**src/rtl/instr_sequencer_pkg.sv**
```systemverilog
// instr_sequencer_pkg: opcodes, ALU modes, FSM states and decoded control word.
package instr_sequencer_pkg;
  localparam logic [3:0] OP_LD = 4'h0, OP_ST = 4'h1, OP_MI = 4'h2, OP_MR = 4'h3;
  localparam logic [3:0] OP_SUM = 4'h4, OP_SB = 4'h5, OP_ANR = 4'h6, OP_CM = 4'h7;
  localparam logic [3:0] OP_ORR = 4'h8, OP_ORI = 4'h9, OP_XRR = 4'hA, OP_XRI = 4'hB;
  localparam logic [3:0] OP_SMI = 4'hC, OP_SBI = 4'hD, OP_ANI = 4'hE, OP_CMI = 4'hF;
  typedef enum logic [2:0] {M_ADD, M_SUB, M_AND, M_OR, M_XOR, M_CMP} alu_mode_t;
  typedef enum logic [2:0] {
    S_IDLE, S_RD_ISSUE, S_RD_WAIT, S_EXEC, S_EX_WAIT, S_WB, S_WR, S_DONE
  } state_t;
  typedef struct packed {
    logic      rd_mem;
    logic      use_alu;
    logic      use_imm;
    logic      wr_acc;
    logic      wr_flags;
    logic      wr_mem;
    logic      wr_src;
    alu_mode_t mode;
  } ctrl_t;
endpackage

```
**src/rtl/instr_sequencer_if.sv**
```systemverilog
// instr_sequencer_if: memory and ALU bus between the sequencer and the datapath.
interface instr_sequencer_if;
  logic       mem_enable;
  logic       read_write;
  logic [3:0] address_bus;
  logic [7:0] data_bus_in;
  logic [7:0] mem_rdata;
  logic       alu_enable;
  logic [2:0] mode;
  logic [7:0] alu_a;
  logic [7:0] alu_b;
  logic [7:0] alu_result;
  logic       alu_zero;
  logic       alu_carry;
  modport master (
    output mem_enable, read_write, address_bus, data_bus_in, alu_enable, mode, alu_a, alu_b,
    input  mem_rdata, alu_result, alu_zero, alu_carry
  );
  modport slave (
    input  mem_enable, read_write, address_bus, data_bus_in, alu_enable, mode, alu_a, alu_b,
    output mem_rdata, alu_result, alu_zero, alu_carry
  );
endinterface

```
**src/rtl/instr_sequencer_op_decode.sv**
```systemverilog
// op_decode: opcode to control word for the sequencer.
module op_decode
  import instr_sequencer_pkg::*;
(
  input  logic [3:0] opcode,
  output ctrl_t      ctrl
);
  logic imm_form;
  assign imm_form = opcode inside {OP_SMI, OP_SBI, OP_ANI, OP_ORI, OP_XRI, OP_CMI};
  always_comb begin
    ctrl = '0;
    case (opcode)
      OP_LD: begin ctrl.rd_mem = 1'b1; ctrl.wr_acc = 1'b1; end
      OP_ST: ctrl.wr_mem = 1'b1;
      OP_MR: begin ctrl.wr_mem = 1'b1; ctrl.wr_src = 1'b1; ctrl.use_imm = 1'b1; end
      OP_MI: begin ctrl.use_imm = 1'b1; ctrl.wr_acc = 1'b1; end
      default: begin
        ctrl.use_alu  = 1'b1;
        ctrl.wr_flags = 1'b1;
        ctrl.use_imm  = imm_form;
        ctrl.rd_mem   = !imm_form;
        ctrl.wr_acc   = !(opcode inside {OP_CM, OP_CMI});
        ctrl.mode     = opcode inside {OP_SUM, OP_SMI} ? M_ADD :
                        opcode inside {OP_SB, OP_SBI}  ? M_SUB :
                        opcode inside {OP_ANR, OP_ANI} ? M_AND :
                        opcode inside {OP_ORR, OP_ORI} ? M_OR  :
                        opcode inside {OP_XRR, OP_XRI} ? M_XOR : M_CMP;
      end
    endcase
  end
endmodule

```
**src/rtl/instr_sequencer.sv**
```systemverilog
// instr_sequencer: multi-cycle FSM running one instruction on the shared memory and ALU.
module instr_sequencer
  import instr_sequencer_pkg::*;
#(
  parameter int MEM_LAT = 1,
  parameter int ALU_LAT = 1
) (
  input  logic               clk,
  input  logic               reset,
  input  logic               start,
  input  logic [7:0]         instr,
  input  logic [7:0]         imm,
  instr_sequencer_if.master  bus,
  output logic [7:0]         acc,
  output logic               zero_flag,
  output logic               carry_flag,
  output logic               busy,
  output logic               done
);
  state_t     state, nxt;
  ctrl_t      ctl;
  logic [7:0] ir, b_q, res_q, cnt;
  logic       z_q, c_q, last, wr_go, alu_act;
  op_decode u_dec (.opcode(state == S_IDLE ? instr[7:4] : ir[7:4]), .ctrl(ctl));
  assign last = state == S_RD_WAIT ? cnt == 8'(MEM_LAT - 1) : cnt == 8'(ALU_LAT - 1);
  always_ff @(posedge clk) begin
    if (reset) begin
      state      <= S_IDLE;
      ir         <= '0;
      b_q        <= '0;
      res_q      <= '0;
      z_q        <= 1'b0;
      c_q        <= 1'b0;
      cnt        <= '0;
      acc        <= '0;
      zero_flag  <= 1'b0;
      carry_flag <= 1'b0;
    end else begin
      state <= nxt;
      cnt   <= nxt != state ? '0 : cnt + 8'd1;
      if (state == S_IDLE && start) begin
        ir  <= instr;
        b_q <= ctl.use_imm ? imm : '0;
      end
      if (state == S_RD_WAIT && last) b_q <= bus.mem_rdata;
      if (state == S_EX_WAIT && last) {c_q, z_q, res_q} <= {bus.alu_carry, bus.alu_zero, bus.alu_result};
      if (state == S_WB && ctl.wr_acc) acc <= ctl.use_alu ? res_q : b_q;
      if (state == S_WB && ctl.wr_flags) {carry_flag, zero_flag} <= {c_q, z_q};
    end
  end
  // A write still in flight when reset arrives must never reach the memory.
  assign wr_go   = state == S_WR && !reset;
  assign alu_act = state == S_EXEC || state == S_EX_WAIT;
  always_comb begin
    nxt = state;
    case (state)
      S_IDLE:     if (start) nxt = ctl.rd_mem ? S_RD_ISSUE : ctl.use_alu ? S_EXEC : ctl.wr_mem ? S_WR : S_WB;
      S_RD_ISSUE: nxt = S_RD_WAIT;
      S_RD_WAIT:  if (last) nxt = ctl.use_alu ? S_EXEC : S_WB;
      S_EXEC:     nxt = S_EX_WAIT;
      S_EX_WAIT:  if (last) nxt = S_WB;
      S_WB:       nxt = S_DONE;
      S_WR:       nxt = S_DONE;
      default:    nxt = S_IDLE;
    endcase
    bus.mem_enable  = state == S_RD_ISSUE || wr_go;
    bus.read_write  = !wr_go;
    bus.address_bus = (state == S_RD_ISSUE || state == S_WR) ? ir[3:0] : '0;
    bus.data_bus_in = state == S_WR ? (ctl.wr_src ? b_q : acc) : '0;
    bus.alu_enable  = state == S_EXEC;
    bus.mode        = alu_act ? ctl.mode : M_ADD;
    bus.alu_a       = acc;
    bus.alu_b       = alu_act ? b_q : '0;
    busy            = state != S_IDLE;
    done            = state == S_DONE;
  end
endmodule

```
**src/flat_wrapper.sv**
```systemverilog
// flat-port wrapper written by rule: the top's interface ports become plain ports
module instr_sequencer_flat import instr_sequencer_pkg::*;
#(
  parameter int MEM_LAT = 1,
  parameter int ALU_LAT = 1
)
  (clk, reset, start, instr, imm, acc, zero_flag, carry_flag, busy, done, bus_mem_enable, bus_read_write, bus_address_bus, bus_data_bus_in, bus_alu_enable, bus_mode, bus_alu_a, bus_alu_b, bus_mem_rdata, bus_alu_result, bus_alu_zero, bus_alu_carry);
  instr_sequencer_if bus_i ();
  input  logic clk;
  input  logic reset;
  input  logic start;
  input  logic [7:0] instr;
  input  logic [7:0] imm;
  output logic [7:0] acc;
  output logic zero_flag;
  output logic carry_flag;
  output logic busy;
  output logic done;
  output wire logic [$bits(bus_i.mem_enable)-1:0] bus_mem_enable;
  output wire logic [$bits(bus_i.read_write)-1:0] bus_read_write;
  output wire logic [$bits(bus_i.address_bus)-1:0] bus_address_bus;
  output wire logic [$bits(bus_i.data_bus_in)-1:0] bus_data_bus_in;
  output wire logic [$bits(bus_i.alu_enable)-1:0] bus_alu_enable;
  output wire logic [$bits(bus_i.mode)-1:0] bus_mode;
  output wire logic [$bits(bus_i.alu_a)-1:0] bus_alu_a;
  output wire logic [$bits(bus_i.alu_b)-1:0] bus_alu_b;
  input wire logic [$bits(bus_i.mem_rdata)-1:0] bus_mem_rdata;
  input wire logic [$bits(bus_i.alu_result)-1:0] bus_alu_result;
  input wire logic [$bits(bus_i.alu_zero)-1:0] bus_alu_zero;
  input wire logic [$bits(bus_i.alu_carry)-1:0] bus_alu_carry;
  assign bus_mem_enable = bus_i.mem_enable;
  assign bus_read_write = bus_i.read_write;
  assign bus_address_bus = bus_i.address_bus;
  assign bus_data_bus_in = bus_i.data_bus_in;
  assign bus_alu_enable = bus_i.alu_enable;
  assign bus_mode = bus_i.mode;
  assign bus_alu_a = bus_i.alu_a;
  assign bus_alu_b = bus_i.alu_b;
  assign bus_i.mem_rdata = bus_mem_rdata;
  assign bus_i.alu_result = bus_alu_result;
  assign bus_i.alu_zero = bus_alu_zero;
  assign bus_i.alu_carry = bus_alu_carry;
  instr_sequencer #(.MEM_LAT(MEM_LAT), .ALU_LAT(ALU_LAT)) u_core (.clk(clk), .reset(reset), .start(start), .instr(instr), .imm(imm), .bus(bus_i), .acc(acc), .zero_flag(zero_flag), .carry_flag(carry_flag), .busy(busy), .done(done));
endmodule
```
**config.mk**
```make
export PLATFORM = sky130hd
export DESIGN_NAME = instr_sequencer_flat
export DESIGN_NICKNAME = d
export VERILOG_FILES = /design/src/rtl/instr_sequencer_pkg.sv /design/src/rtl/instr_sequencer_if.sv /design/src/rtl/instr_sequencer_op_decode.sv /design/src/rtl/instr_sequencer.sv /design/src/flat_wrapper.sv
export SDC_FILE = /design/constraint.sdc
export NUM_CORES = 1
export LEC_CHECK = 0
export ABC_CLOCK_PERIOD_IN_PS = 1900
export BUFFER_PORTS_ARGS = -buffer_cell sky130_fd_sc_hd__buf_2
export CORE_MARGIN = 3
export CORE_UTILIZATION = 46
export CTS_BUF_LIST = sky130_fd_sc_hd__clkbuf_16
export CTS_CLUSTER_SIZE = 24
export DETAILED_ROUTE_END_ITERATION = 16
export GPL_TIMING_DRIVEN = 1
export PLACE_DENSITY = 0.83
export SLEW_MARGIN = 30
export SYNTH_ARGS = -nofsm -noshare
export SYNTH_HDL_FRONTEND = slang
export SYNTH_SLANG_ARGS = --single-unit
```
**constraint.sdc**
```tcl
create_clock -name clk -period 1.9 [get_ports clk]
set_clock_uncertainty 0.1 [all_clocks]
set_input_delay 0.38 -clock clk [delete_from_list [all_inputs] [get_ports clk]]
set_output_delay 0.38 -clock clk [all_outputs]
set_load 0.005 [all_outputs]
```
==> flow_summary.toml <==
[setup_path]
critPathTopFamily = "simple AND/OR/NAND/NOR gates"
crit_path_start_kind = "flip-flop"
path_class = "reg -> out"
path_cells = "or3_4, mux2i_4, buf_12, mux2i_1, nor2_1, buf_2"
cp_num_buf_inv = 2
cpMaxStageDelayCell = "or3_4"
max_stage_delay_ns = 0.41
path_max_fanout = 8
cp.arrival_ns = 1.84
end_kind = "output pin"
required_ns = 1.42
reg2reg_slack_ns = -0.06

[clock_tree]
numCtsBuffers = 5
clockBufferDepth = 2
clkTransAtPathRegs_ns = 0.07
clock_latency_ns = 0.29
clockRootBuffer = "clkbuf_16"
htreeDepth = 2
holdBufCountCts = 0
tritoncts = "yes"
cts.sinks = 47

[timing]
final-hold-violation-count = 0
worst_slack_ns = -0.422
max_freq_mhz = 431
fin_tns_setup_ns = -4.59
relSlewSlack_pct = 65.6
tightest_slew_ns = 0.509
finalSetupViolations = 40
drv_slew = 0
period_share_pct = 122
rsz0062_at_grt = "yes"
period_minus_slack_ns = 2.32
hold-worst-slack_ns = 0.228

[global_route]
grt_max_degree = 40
grt_pass1_vias = 2279
grt_antenna_before_repair = 0
track_usage_pct = 22.2
use_met2_pct = 37.4
use_met1_pct = 28.3
grt_pass1_wl_um = 10900
top_usage_layer = "met2"
use_met3_pct = 4.40
overflow = 0

[synth]
synth_edf_count = 0
synth_seq_cells = 47
synth_top_family_by_area = "simple AND/OR/NAND/NOR gates"
syn-cell-area_um2 = 2500
async_reset_ff_share_pct = 0
yosysSeqAreaShare_pct = 37.6
synth_adder_area_share_pct = 1.00
yosys.area_share.xor_xnor_pct = 2.10
synth_nets = 333
synth_cells = 294
synthSimpleGateAreaFrac_pct = 26.4
synth-main-ff-cell = "dfxtp_1"
yosysUniqueCellTypes = 46
synthMuxAreaShare_pct = 13.0
syn_area_per_cell_um2 = 8.52
yosys_warnings = 0
synth_compound_area_share_pct = 13.6

[status]
violations = "negative setup slack"
status = "finished with violations"

[power_and_ir_drop]
pwr-share-clk_pct = 19.1
swShare_pct = 38.0
max-vdd-ir-drop_mv = 0.706
leakagePower_uw = 0.00163
finalPower_uw = 4590
seq_power_share_pct = 29.4
power.density_nw_per_um2 = 1310
power_switching_uw = 1750
power_frac_comb_pct = 51.6
p_int_uw = 2850

[floorplan]
coreArea_um2 = 5170
die_area_um2 = 6360
dieWidth_um = 79.8
io_pins = 83
die_h_um = 79.8
start_util_pct = 48.4
rows = 26

[routing]
ant_nets = 0
finalWirelength_um = 7760
drt_iter0_markers = 177
routedWlPerCell_um = 16.4
viasPerCell = 5.45
drc = 0
via_count = 2572
dr.pass1.iters = 5

[layout]
syn_to_final_growth_pct = 39.7
drive_gt1_share_pct = 42.3
final_cell_mix = "82 x buf_2, 43 x dfxtp_1, 39 x nor2_1, 37 x nand2_1, 28 x buf_4"
stdcell_count = 472
fin_util_pct = 67.6
diodes = 0
finalNetCount = 440
layout_commonest_cell = "buf_2"

[placed_design]
dpl.hpwl_um = 4760
dpl.cell_count = 453
io_buffers = 82
gp_congestion = 0.842

[worst_hold_path]
hold_path.class = "in -> reg"

[run]
maxCapViolations = 0
## metrics by stage
stage	worst slack [ns]	cell area (um2)
2_1_floorplan	-0.0513	2500
3_3_place_gp	-0.283	3100
3_5_place_dp	-0.326	3100
4_1_cts	-0.381	3360
5_1_grt	-0.458	3500
6_report	-0.422	3500
## synthesized netlist by cell type (all sizes together) (6+ instances only)
| library cell | instances | area share [%] |
|---|---|---|
| a31oi | 9 | 2.2 |
| and2 | 9 | 2.2 |
| o21ai | 6 | 1.2 |
| clkbuf | 8 | 1.2 |
| a211oi | 9 | 4.3 |
| buf | 15 | 4.3 |
| nand3 | 11 | 2.2 |
| nor2b | 6 | 1.5 |
| nor2 | 42 | 6.3 |
| a21oi | 16 | 3.3 |
| dfxtp | 47 | 38 |
| mux2i | 29 | 13 |
| nand2 | 39 | 5.8 |
## cells by family after synthesis
family          Yosys count
flops                    47
xor+xnor                  6
mux                      30
simple gates            133
buf+inv                  28
fa+ha+maj                 2
compound gates           48
## path summary, 6_finish.rpt
path,from,end,depth (start not counted)
worst max-delay path,u_core.state[1],bus_data_bus_in[1],6
worst min-delay path,bus_alu_result[6],u_core.res_q[6],3
worst max register to register,u_core.state[1],u_core.acc[4],7
worst min register to register,u_core.ir[2],u_core.ir[2],2
## routing by layer
layer	wire, um	share of wire (%)
met1	3170	41
met5	0	0
met2	3860	50
met3	515	6.6
met4	221	2.8
## sequential cells by signal, indices dropped and copies added, names as in the netlist
name / cells
u_core.acc: 8
u_core.b_q: 8
u_core.cnt: 8
u_core.ir: 8
u_core.res_q: 8
u_core.state: 3
u_core.c_q: 1
u_core.carry_flag: 1
u_core.z_q: 1
u_core.zero_flag: 1
## worst register-to-register path, stage by stage, from the launching register on
cell and delay (ns):
dfxtp_2 0.33, or3_4 0.41, buf_4 0.15, buf_6 0.12, mux2i_4 0.18, buf_12 0.16, mux2i_1 0.27, a211oi_2 0.10
## cell type report
cell class / instances / area (um2)
Clock buffer: 5 / 125
Clock inverter: 3 / 20.0
Fill cell: 371 / 1680
Inverter: 5 / 18.8
Multi-Input combinational cell: 219 / 1520
Sequential cell: 47 / 946
Tap cell: 70 / 87.6
Timing Repair Buffer: 123 / 785
## power by group through the flow
stage / Combinational [uW] / Clock, uW / Sequential, uW
global route: 2530 / 940 / 1370
global placement: 1820 / 0 / 1330
floorplan: 1250 / 0 / 1310
CTS: 2020 / 861 / 1330
detailed placement: 1860 / 0 / 1340
finish: 2370 / 875 / 1350
## timing repair
item	CTS	global route
resized for setup	20	20
setup endpoints to repair	25	46
pin swaps	3	4
buffers inserted	3	8
Note: power is estimated with default switching activity, not from simulation.
